--- src/rtl/bram_dma.sv ---
// bram_dma: single-channel copy/fill engine, initiator on one block-RAM port.
// Latency: first RAM access one cycle after start; copy 3 cycles/byte, fill 1 cycle/byte.
// Backpressure: read data is waited for in CAP until mem_dr, stalling indefinitely.
module bram_dma #(
  parameter int ADDR_WIDTH = 16,
  parameter int DATA_WIDTH = 8
) (
  input  logic                  clk,
  input  logic                  rst,
  input  logic                  start,
  input  logic                  abort,
  input  logic                  mode,
  input  logic [ADDR_WIDTH-1:0] src,
  input  logic [ADDR_WIDTH-1:0] dst,
  input  logic [ADDR_WIDTH-1:0] len,
  input  logic [DATA_WIDTH-1:0] fill,
  output logic                  busy,
  output logic                  done,
  output logic                  mem_cs,
  output logic                  mem_we,
  output logic [ADDR_WIDTH-1:0] mem_addr,
  output logic [DATA_WIDTH-1:0] mem_di,
  input  logic [DATA_WIDTH-1:0] mem_do,
  input  logic                  mem_dr
);

  typedef enum logic [2:0] {
    IDLE = 3'd0,
    RD   = 3'd1,
    CAP  = 3'd2,
    WR   = 3'd3,
    FIN  = 3'd4
  } state_t;

  localparam logic [ADDR_WIDTH-1:0] ONE = {{(ADDR_WIDTH-1){1'b0}}, 1'b1};

  state_t                state;
  logic [ADDR_WIDTH-1:0] src_q;    // current read address
  logic [ADDR_WIDTH-1:0] dst_q;    // current write address
  logic [ADDR_WIDTH-1:0] cnt_q;    // bytes still to write
  logic [DATA_WIDTH-1:0] fill_q;
  logic                  mode_q;   // 1 = fill

  // Control FSM; every RAM-side output is registered on the transition into the state that owns it.
  // mem_di doubles as the byte register: the captured read byte sits there until written out.
  always_ff @(posedge clk or negedge rst) begin
    if (!rst) begin
      state    <= IDLE;
      src_q    <= '0;
      dst_q    <= '0;
      cnt_q    <= '0;
      fill_q   <= '0;
      mode_q   <= 1'b0;
      busy     <= 1'b0;
      done     <= 1'b0;
      mem_cs   <= 1'b0;
      mem_we   <= 1'b0;
      mem_addr <= '0;
      mem_di   <= '0;
    end else begin
      done <= 1'b0;
      case (state)
        IDLE: begin
          busy   <= 1'b0;
          mem_cs <= 1'b0;
          mem_we <= 1'b0;
          if (start && !abort) begin
            src_q  <= src;
            dst_q  <= dst;
            cnt_q  <= len;
            fill_q <= fill;
            mode_q <= mode;
            busy   <= 1'b1;
            if (len == '0) begin
              state <= FIN;
              done  <= 1'b1;
            end else if (mode) begin
              state    <= WR;
              mem_cs   <= 1'b1;
              mem_we   <= 1'b1;
              mem_addr <= dst;
              mem_di   <= fill;
            end else begin
              state    <= RD;
              mem_cs   <= 1'b1;
              mem_we   <= 1'b0;
              mem_addr <= src;
            end
          end
        end

        RD: begin
          state  <= CAP;
          mem_cs <= 1'b0;
          mem_we <= 1'b0;
        end

        CAP: begin
          // Read data arrives with mem_dr; it goes straight into the write-data register.
          if (mem_dr) begin
            state    <= WR;
            mem_cs   <= 1'b1;
            mem_we   <= 1'b1;
            mem_addr <= dst_q;
            mem_di   <= mem_do;
          end
        end

        WR: begin
          // Addresses wrap naturally at the top of the address space.
          src_q <= src_q + ONE;
          dst_q <= dst_q + ONE;
          cnt_q <= cnt_q - ONE;
          if (cnt_q == ONE) begin
            state  <= FIN;
            mem_cs <= 1'b0;
            mem_we <= 1'b0;
            done   <= 1'b1;
          end else if (mode_q) begin
            state    <= WR;
            mem_cs   <= 1'b1;
            mem_we   <= 1'b1;
            mem_addr <= dst_q + ONE;
            mem_di   <= fill_q;
          end else begin
            state    <= RD;
            mem_cs   <= 1'b1;
            mem_we   <= 1'b0;
            mem_addr <= src_q + ONE;
          end
        end

        FIN: begin
          state <= IDLE;
          busy  <= 1'b0;
        end

        default: begin
          state  <= IDLE;
          busy   <= 1'b0;
          mem_cs <= 1'b0;
          mem_we <= 1'b0;
        end
      endcase

      // Abort overrides whatever the state logic chose; writes already issued stay in RAM.
      if (abort && state != IDLE) begin
        state  <= IDLE;
        busy   <= 1'b0;
        done   <= 1'b0;
        mem_cs <= 1'b0;
        mem_we <= 1'b0;
      end
    end
  end

endmodule

--- config.mk ---
export PLATFORM = sky130hd
export DESIGN_NAME = bram_dma
export DESIGN_NICKNAME = d
export VERILOG_FILES = /design/src/rtl/bram_dma.sv
export SDC_FILE = /design/constraint.sdc
export NUM_CORES = 1
export LEC_CHECK = 0
export ABC_AREA = 0
export ABC_CLOCK_PERIOD_IN_PS = 2460
export BUFFER_PORTS_ARGS = -buffer_cell sky130_fd_sc_hd__buf_4
export CORE_ASPECT_RATIO = 1.4
export CORE_MARGIN = 2
export CORE_UTILIZATION = 40
export DETAILED_ROUTE_END_ITERATION = 8
export GPL_TIMING_DRIVEN = 0
export PLACE_DENSITY = 0.71
export RECOVER_POWER = 50
export SYNTH_ARGS = -nofsm -noshare
export SYNTH_HDL_FRONTEND = slang
export SYNTH_SLANG_ARGS = --single-unit
--- constraint.sdc ---
create_clock -name clk -period 2.46 [get_ports clk]
set_input_delay 0.369 -clock clk [delete_from_list [all_inputs] [get_ports clk]]
set_output_delay 0.369 -clock clk [all_outputs]
set_load 0.1 [all_outputs]
* Yosys cells after proc, flatten, opt, wreduce, memory -nomap -nowiden
Index checks and enable logic that the tools add are counted.
Cells by class: $add $sub $neg 3, equal/unequal tests 15, muxes and demuxes 49, reduce and logical (&&, ||, !) cells 15
Operators with widths (count):
- $mux 16 | 9
- $pmux 16 s2 | 3
- $mux 8 | 6
- $pmux 16 s3 | 1
- $add 16x1->16 const B | 2
- $pmux 8 s3 | 1
- $mux 1 | 17
- $eq 16x1->1 const B | 1
- $logic_not 16->1 | 1
- $sub 16x1->16 const B | 1
- $mux 3 | 5
- $ne 2x2->1 const B | 7
- $pmux 3 s4 | 1
- $pmux 1 s4 | 2
- $reduce_and 2->1 | 4
- $reduce_and 7->1 | 1
- $eq 3x2->1 const B | 2
- $ne 3x3->1 const B | 2
- $reduce_bool 3->1 | 2
- $reduce_and 5->1 | 1
- $mux 2 | 2
- $pmux 1 s2 | 2
- $eq 3x1->1 const B | 1
- $eq 3x3->1 const B | 1
- other kinds (6) | 7
Word-level totals: bits in registers 88, input port bits 70, output and inout port bits 28

* Longest topological paths before layout
Gate-level depths: netlist of run 1.
word-level depth 5, depth in mapped cells 8

* Worst setup path after synthesis of run 1
No wires, ideal clock.
path type register to register, from register state[0], to register mem_di[0], setup time 0.125 ns, arrival 2.034 ns, slack 0.300 ns, cell stages (with the launch flop) 7, path buffers 1, period minus slack after synthesis 2.160 ns, path through dfrtp_1 -> buf_2 -> or4b_4 -> a21oi_2 -> o211ai_2 -> nor3_4 -> mux2_2
Between the ends: longest elaborated chain between the ends 3, elaborated cells between the ends (all ways) 12, those cells by class eq/ne (8); mux (1); reduce/logical (3)
Ends and longest elaborated chain:
- start, declared | RTL line 37 | state_t state;
- start signal, assigned | RTL line 48 | state <= IDLE;
- start signal, assigned | RTL line 75 | state <= FIN;
- start signal, assigned | RTL line 78 | state <= WR;
- $eq 3x2->1 / $logic_not 3->1 (equally long branches) | RTL line 62 | case (state)
- $ne 2x2->1 (no line) / $reduce_bool 3->1 (equally long branches)
- $reduce_and 7->1 (no line)
- end signal, assigned | RTL line 82 | mem_di <= fill;
- end signal, assigned | RTL line 105 | mem_di <= mem_do;
- end signal, assigned | RTL line 124 | mem_di <= fill_q;
- end, declared | RTL line 22 | output logic [DATA_WIDTH-1:0] mem_di,
Parallel ways exist; a longest one is shown, timed or not. A chain may end at the register's enable or synchronous reset.

* Worst setup path in the final report of run 1
from register dst_q[0], to register mem_addr[12]
Between the ends: longest elaborated chain between the ends 4
Ends and longest elaborated chain:
- start, declared | RTL line 39 | logic [ADDR_WIDTH-1:0] dst_q;
- start signal, assigned | RTL line 69 | dst_q <= dst;
- start signal, assigned | RTL line 112 | dst_q <= dst_q + ONE;
- $add 16x1->16 | RTL line 123 | mem_addr <= dst_q + ONE;
- $mux 16 | RTL line 119 | end else if (mode_q) begin
- $mux 16 | RTL line 114 | if (cnt_q == ONE) begin
- $pmux 16 s3 | RTL line 62
- end signal, assigned | RTL line 81 | mem_addr <= dst;
- end signal, assigned | RTL line 123
- end signal, assigned | RTL line 129 | mem_addr <= src_q + ONE;
- end, declared | RTL line 21 | output logic [ADDR_WIDTH-1:0] mem_addr,
Every way passes these cells. The select of a mux whose other input is x is not followed.

==> flow_metrics.py, run 1 <==
metrics = {
    "run_status": {
        "outcome": "complete, but fails checks",
        "violations_in_the_final_reports": "capacitance limit, slew limit",
    },
    "synth": {
        "async_flop_share": 1.00,
        "synth.net_count": 755,
        "ys.flop_type": "sky130_fd_sc_hd__dfrtp_1",
        "sequential_element_share_of_the_synthesized_area": 0.387,
        "yosys_warnings": 0,
        "synth_seq_cells": 88,
        "synth_enable_flop_cells": 0,
        "area_of_the_mapped_netlist_um2": 5690,
        "synth.avg_cell_area_um2": 8.36,
        "syn_inst": 681,
        "synth_cell_type_count": 55,
    },
    "worst_setup_path": {
        "worst-r2r-setup-slack_ns": 0.12,
        "worstSetupEndpoint": "mem_addr[12]",
        "cp-startpoint": "dst_q[0]",
        "timing.reg2reg.worst_path_depth": 6,
        "crit_path_start_kind": "flip-flop",
        "required_ns": 2.71,
        "critical_path_type": "reg2reg",
        "crit_fanout": 8,
        "crit_path_end_kind": "flip-flop",
        "critPathArrivalTime_ns": 2.59,
        "regToRegEndpoint": "mem_addr[12]",
        "crit-reg2reg-launch": "dst_q[0]",
    },
    "drt": {
        "first_pass_iters": 5,
        "routed_wl_mm": 21.0,
        "wl_per_cell_um": 21.4,
        "drt.antenna.violating_nets": 0,
        "vias": 6075,
        "number_of_drc_violations_after_detailed_routing": 0,
        "viasPerCell": 6.19,
        "first_iter_violations": 583,
    },
    "finish": {
        "num_antenna_cells": 0,
        "layout-area-overhead-vs-synth_pct": 23.7,
        "post_layout_nonfiller_instances": 982,
        "drive_above_1_share": 0.212,
        "fillerInstances": 1411,
        "layout.nets": 866,
    },
    "power": {
        "vdd_drop_max_v": 0.000627,
        "p_leak_nw": 2.86,
        "fin_total_pwr_mw": 8.69,
        "power_density_nw_per_um2": 1230,
        "switchingPower_mw": 4.49,
        "power.sequential.fraction": 0.302,
        "power.share.combinational": 0.518,
        "power.switching_fraction": 0.517,
        "internal-power_mw": 4.20,
        "power.share.clock": 0.180,
    },
    "sta": {
        "timing.setup.tns_ns": 0,
        "max_freq_ghz": 0.427,
        "grt_setup_unrepaired": "no",
        "final.setup.worst_slack_ns": 0.119,
        "timing_worst_slew_pin_value_ns": 2.03,
        "hold-worst-slack_ns": 0.255,
        "setup_violations": 0,
        "worst_max_slew_margin_expressed_relative_to_the_limit": -0.352,
        "final.period_utilization": 0.952,
        "hold_viol_final": 0,
        "maxSlewViolCount": 89,
        "fin_skew_ns": 0.0114,
        "layout_min_cycle_time_ns": 2.34,
    },
    "grt": {
        "track_usage": 0.274,
        "antenna_found_initial": 0,
        "grtUsageMet3": 0.0368,
        "grt_first_pass_wirelength_mm": 32.3,
        "grt.met2_usage": 0.433,
        "grt.met1_usage": 0.341,
        "first_global_vias": 5723,
        "pin_count_of_the_biggest_net_entering_global_routing": 89,
        "global_route.overflow_total": 0,
        "busiest_layer": "met2",
    },
    "clocking": {
        "cts_root_buffer": "sky130_fd_sc_hd__clkbuf_16",
        "worst_setup_hold_path_clk_slew_ns": 0.07,
        "clkLatencyLatePin_ns": 0.36,
        "cts_tree": "done",
        "ctsLongestPathBuffers": 2,
        "number_of_clock_sinks": 88,
        "number_of_buffers_added_by_the_clock_tree_synthesis_step": 9,
        "htreeDepth": 3,
        "cts_hold_buffers": 0,
    },
    "placement": {
        "portBuffers": 97,
        "hpwlAfterDp_mm": 15.1,
        "finalWeightedCongestion": 0.976,
        "placedCellCount": 963,
        "preCtsSetupSlack_ns": -0.210,
    },
    "floorplan": {
        "coreArea_um2": 13900,
        "rows": 51,
        "floorplan.die.height_um": 145,
        "die_area_um2": 15200,
        "io-pin-count": 98,
        "die_w_um": 105,
        "floorplan.initialDensity": 0.409,
    },
    "flow_run": {
        "maxCapViolCount": 1,
    },
    "hold_path": {
        "path_category_of_the_worst_min_delay_check": "in2reg",
    },
}
[cell usage in the layout, fill, tap and decap left out, types with 15 or more instances in the layout]
cell                        Yosys  routed
sky130_fd_sc_hd__a21oi_1       92      92
sky130_fd_sc_hd__dfrtp_1       88      88
sky130_fd_sc_hd__buf_4          0      84
sky130_fd_sc_hd__nor2_1        65      65
sky130_fd_sc_hd__o21ai_0       59      59
sky130_fd_sc_hd__nand2_1       52      52
sky130_fd_sc_hd__clkbuf_1      43      49
sky130_fd_sc_hd__mux2_2        27      27
sky130_fd_sc_hd__mux2i_1       22      22
sky130_fd_sc_hd__nand3_1       20      19
sky130_fd_sc_hd__a2bb2oi_1     15      15
[synth_stat cells (all sizes together), types with 2 or more instances]
master | n | area [µm²]
a21oi | 94 | 478
dfrtp | 88 | 2200
nor2 | 65 | 244
o21ai | 59 | 295
nand2 | 52 | 195
clkbuf | 44 | 166
mux2 | 27 | 304
mux2i | 22 | 220
nand3 | 20 | 100
a2bb2oi | 15 | 131
nor4 | 15 | 93.8
buf | 14 | 58.8
nor3 | 14 | 81.3
a31oi | 13 | 81.3
nand4 | 13 | 81.3
o22ai | 12 | 75.1
inv | 11 | 41.3
xnor2 | 11 | 96.3
a22oi | 10 | 75.1
or4 | 8 | 60.1
o2bb2ai | 5 | 43.8
xor2 | 5 | 43.8
a211oi | 4 | 30.0
and3 | 4 | 25.0
ha | 4 | 50.1
nor2b | 4 | 25.0
or2 | 4 | 25.0
a21o | 3 | 22.5
a221oi | 3 | 26.3
and4 | 3 | 26.3
nand2b | 3 | 18.8
nor4b | 3 | 26.3
o211ai | 3 | 27.5
o31ai | 3 | 22.5
o32ai | 3 | 26.3
a22o | 2 | 17.5
a31o | 2 | 17.5
o21a | 2 | 15.0
o311ai | 2 | 17.5
or3 | 2 | 12.5
[power groups by stage]
stage	Sequential (mW)	Clock (mW)	Combinational [mW]
after global placement	2.60	0	4.41
final	2.63	1.57	4.50
after detailed placement	2.62	0	4.45
after CTS	2.59	1.57	4.47
after floorplan	3.95	0	1.83
after global routing	2.71	1.62	4.75
[state kept, by name, indices dropped and copies added (netlist names)]
name      count
done          1
src_q        16
mem_addr     16
mode_q        1
mem_cs        1
mem_we        1
cnt_q        16
fill_q        8
dst_q        16
state         3
mem_di        8
busy          1
[per-stage QoR]
stage / cell area, µm² / util
final: 7040 / 0.506
after global routing: 7040 / 0.506
after CTS: 6990 / 0.503
after detailed placement: 6650 / 0.478
after global placement: 6650 / 0.478
after floorplan: 5690 / -
[per-layer routing]
metal  vias up  part of all wire
met5         -                 0
met4         0             0.073
met3        79             0.073
met2       347              0.47
met1      2897              0.39
li1       2752                 -
[critical path, cell delays in order, from the launching register on]
cell and delay [ns]:
sky130_fd_sc_hd__dfrtp_1 0.48, sky130_fd_sc_hd__ha_1 0.32, sky130_fd_sc_hd__nand3_1 0.25, sky130_fd_sc_hd__or4_1 0.60, sky130_fd_sc_hd__mux2_2 0.30, sky130_fd_sc_hd__a31oi_1 0.19
sky130_fd_sc_hd__a2bb2oi_1 0.09
[cell families (layout without fill, tap and decap cells)]
group,Yosys count,in the layout,synth area share
adders and majority gates,4,4,0.00879
and+or+nand+nor,214,214,0.185
xor gates and xnor gates,16,16,0.0246
AOI/OAI and AO/OA,241,241,0.256
DFF,88,88,0.387
muxes,49,49,0.0921
buffers and inverters,69,185,0.0468
[worst min-delay path by stage]
stage	start	end	slack, ns	cells past startpoint
after floorplan	rst	busy	0.07	0
after global placement	mem_cs	mem_cs	0.47	1
after detailed placement	mem_cs	mem_cs	0.48	1
after CTS	fill[3]	fill_q[3]	0.25	2
after global routing	fill[2]	fill_q[2]	0.26	2
final	fill[5]	fill_q[5]	0.26	2
[repair_timing]
action,in CTS,in global routing
pin swaps,0,1
resized for setup,6,24
endpoints found under the hold margin,0,0
setup buffers,0,3
gates cloned,0,0
setup endpoints to repair,22,61
[area by class of cell]
| type | instances | area (µm²) | share of cell area |
|---|---|---|---|
| Clock inverter | 6 | 90.1 | 0.0128 |
| Buffer | 58 | 243 | 0.0345 |
| Timing Repair Buffer | 100 | 708 | 0.101 |
| Tap cell | 185 | 231 | 0.0329 |
| Multi-Input combinational cell | 524 | 3290 | 0.467 |
| Sequential cell | 88 | 2200 | 0.313 |
| Inverter | 11 | 41.3 | 0.00586 |
| Clock buffer | 10 | 239 | 0.0339 |
Note: power is estimated with default switching activity, not from simulation.
==> inputs of run 2 (changes only) <==
--- a/config.mk
+++ b/config.mk
@@ -10,10 +10,11 @@
 export BUFFER_PORTS_ARGS = -buffer_cell sky130_fd_sc_hd__buf_4
 export CORE_ASPECT_RATIO = 1.4
 export CORE_MARGIN = 2
-export CORE_UTILIZATION = 40
+export CORE_UTILIZATION = 55
+export CTS_BUF_LIST = sky130_fd_sc_hd__clkbuf_16
 export DETAILED_ROUTE_END_ITERATION = 8
 export GPL_TIMING_DRIVEN = 0
-export PLACE_DENSITY = 0.71
+export PLACE_DENSITY = 0.89
 export RECOVER_POWER = 50
 export SYNTH_ARGS = -nofsm -noshare
 export SYNTH_HDL_FRONTEND = slang
==> run 2 against run 1 <==
Effect of this change:
- the run still ends with capacitance limit, slew limit left
- combinational power grew 2%
- sequential power is essentially flat
- count of clock-buffer cells in the layout shrank 1
- flip-flop and latch count is the same
- cell count shrank 5.0%
- utilization grew 19 points
- critical endpoint unchanged
- largest cell class unchanged
- highest routed layer unchanged
==> flow_metrics.py, run 2 (synthesized netlist as in run 1, its figures left out) <==
metrics = {
    "finish": {
        "layout_commonest_cell": "sky130_fd_sc_hd__a21oi_1",
        "multiInputGateArea_um2": 3300,
        "post_layout_nonfiller_instances": 933,
        "stdcell_area_um2": 7010,
        "end_of_flow_core_utilization": 0.700,
        "drive_above_1_share": 0.218,
        "most-common-layout-cells": "sky130_fd_sc_hd__a21oi_1, sky130_fd_sc_hd__dfrtp_1, sky130_fd_sc_hd__buf_4",
        "num_antenna_cells": 0,
        "layout.nets": 867,
        "register_area_um2": 2200,
        "fillerInstances": 824,
        "layout-area-overhead-vs-synth_pct": 23.1,
    },
    "drt": {
        "first_iter_violations": 945,
        "number_of_drc_violations_after_detailed_routing": 0,
        "top_layer": "met4",
        "wl_per_cell_um": 23.5,
        "routed_wl_mm": 21.9,
        "viasPerCell": 7.01,
        "vias": 6540,
        "first_pass_iters": 8,
        "m1WireLength_mm": 7.62,
        "drt.antenna.violating_nets": 0,
        "met2_wire_len_mm": 10.3,
        "routed-wl-met3_mm": 2.16,
    },
    "clocking": {
        "cts_tree": "done",
        "cts_root_buffer": "sky130_fd_sc_hd__clkbuf_16",
        "number_of_buffers_added_by_the_clock_tree_synthesis_step": 9,
        "ctsLongestPathBuffers": 2,
        "htreeDepth": 3,
        "clkLatencyLatePin_ns": 0.36,
        "worst_setup_hold_path_clk_slew_ns": 0.07,
        "number_of_clock_sinks": 88,
    },
    "sta": {
        "worst_max_slew_margin_expressed_relative_to_the_limit": -0.344,
        "setup_violations": 0,
        "maxSlewViolCount": 89,
        "timing_worst_slew_pin_value_ns": 2.02,
        "final.period_utilization": 0.991,
        "layout_min_cycle_time_ns": 2.44,
        "max_freq_ghz": 0.410,
        "hold-worst-slack_ns": 0.253,
        "hold_viol_final": 0,
        "fin_skew_ns": 0.00742,
    },
    "floorplan": {
        "rows": 43,
        "coreArea_um2": 10000,
        "die_area_um2": 11200,
        "floorplan.die.height_um": 124,
        "io-pin-count": 98,
        "floorplan.initialDensity": 0.569,
        "die_w_um": 90.0,
    },
    "worst_setup_path": {
        "timing.critical_path.buf_inv": 0,
        "critPathArrivalTime_ns": 2.67,
        "crit-reg2reg-launch": "dst_q[0]",
        "cp-startpoint": "dst_q[0]",
        "crit_path_end_kind": "flip-flop",
        "critical_path.top_delay_family": "simple AND/OR/NAND/NOR gates",
        "crit_fanout": 8,
        "cells_along_the_critical_path": "ha_1, nand3_1, or4_1, mux2_2, a31oi_1, a2bb2oi_1",
        "critical_path_type": "reg2reg",
        "critPathMaxStageDelay_ns": 0.61,
        "required_ns": 2.69,
        "crit_path_start_kind": "flip-flop",
        "worst_path_max_delay_cell": "sky130_fd_sc_hd__or4_1",
    },
    "placement": {
        "hpwlAfterDp_mm": 15.6,
        "placed_cell_area_um2": 6590,
        "placedCellCount": 913,
        "portBuffers": 97,
        "finalWeightedCongestion": 0.995,
    },
    "hold_path": {
        "worst_hold_startpoint": "fill[7]",
        "path_category_of_the_worst_min_delay_check": "in2reg",
    },
    "run_status": {
        "violations_in_the_final_reports": "capacitance limit, slew limit",
        "outcome": "complete, but fails checks",
    },
    "grt": {
        "global_route.overflow_total": 0,
        "first_global_vias": 6237,
        "grt_first_pass_wirelength_mm": 34.2,
        "track_usage": 0.390,
        "pin_count_of_the_biggest_net_entering_global_routing": 89,
        "antenna_found_initial": 0,
    },
    "flow_run": {
        "maxCapViolCount": 1,
    },
    "power": {
        "power_density_nw_per_um2": 1250,
        "p_leak_nw": 2.87,
        "vdd_drop_max_v": 0.000787,
        "fin_total_pwr_mw": 8.79,
    },
}
==> run 2: power by group <==
part / internal, mW / switching [mW] / leakage (nW) / total [mW]
Clock: 0.903 / 0.642 / 0.154 / 1.55
Combinational: 1.26 / 3.34 / 1.70 / 4.59
Sequential: 2.04 / 0.611 / 1.02 / 2.65
Total: 4.20 / 4.59 / 2.87 / 8.79
==> run 2: path summary, 6_finish.rpt <==
kind	endpoint	slack (ns)	cells after the start
setup / recovery	mem_addr[12]	0.02	6
hold / removal	fill_q[7]	0.25	2
setup reg to reg	mem_addr[12]	0.02	6
hold reg to reg	mem_addr[2]	0.48	2
max in group asynchronous	dst_q[13]	0.66	1
min in group asynchronous	src_q[4]	0.56	1
==> run 2: cell type report <==
type,instances,share of cell area
Multi-Input combinational cell,524,0.471
Inverter,11,0.00589
Timing Repair Buffer,101,0.103
Clock inverter,7,0.0148
Tap cell,135,0.0241
Sequential cell,88,0.314
Buffer,58,0.0346
Clock buffer,9,0.0321
==> run 2: repair_timing <==
item | in CTS | in global routing
endpoints found under the hold margin | 0 | 0
endpoints found under the setup margin | 38 | 65
setup buffers | 0 | 4
pin swaps | 1 | 2
hold buffers | 0 | 0
resized for setup | 11 | 21
==> run 2: per-layer routing <==
metal,vias to the layer above,global-route usage
met3,137,0.0859
met5,-,0
met2,504,0.618
met1,3134,0.460
li1,2765,-
met4,0,0.299
==> run 2: worst reg2reg max path, stage by stage, from the launching register on <==
cell and delay (ns):
sky130_fd_sc_hd__dfrtp_1 0.51, sky130_fd_sc_hd__ha_1 0.33, sky130_fd_sc_hd__nand3_1 0.24, sky130_fd_sc_hd__or4_1 0.62, sky130_fd_sc_hd__mux2_2 0.31, sky130_fd_sc_hd__a31oi_1 0.21
sky130_fd_sc_hd__a2bb2oi_1 0.10
==> run 2: stage by stage <==
stage / setup WS, ns / TNS (ns)
6_report: 0.0231 / 0
3_5_place_dp: -0.122 / -1.48
2_1_floorplan: 0.300 / 0
5_1_grt: -0.0180 / -0.0180
3_3_place_gp: -0.113 / -1.10
4_1_cts: 0.00511 / 0
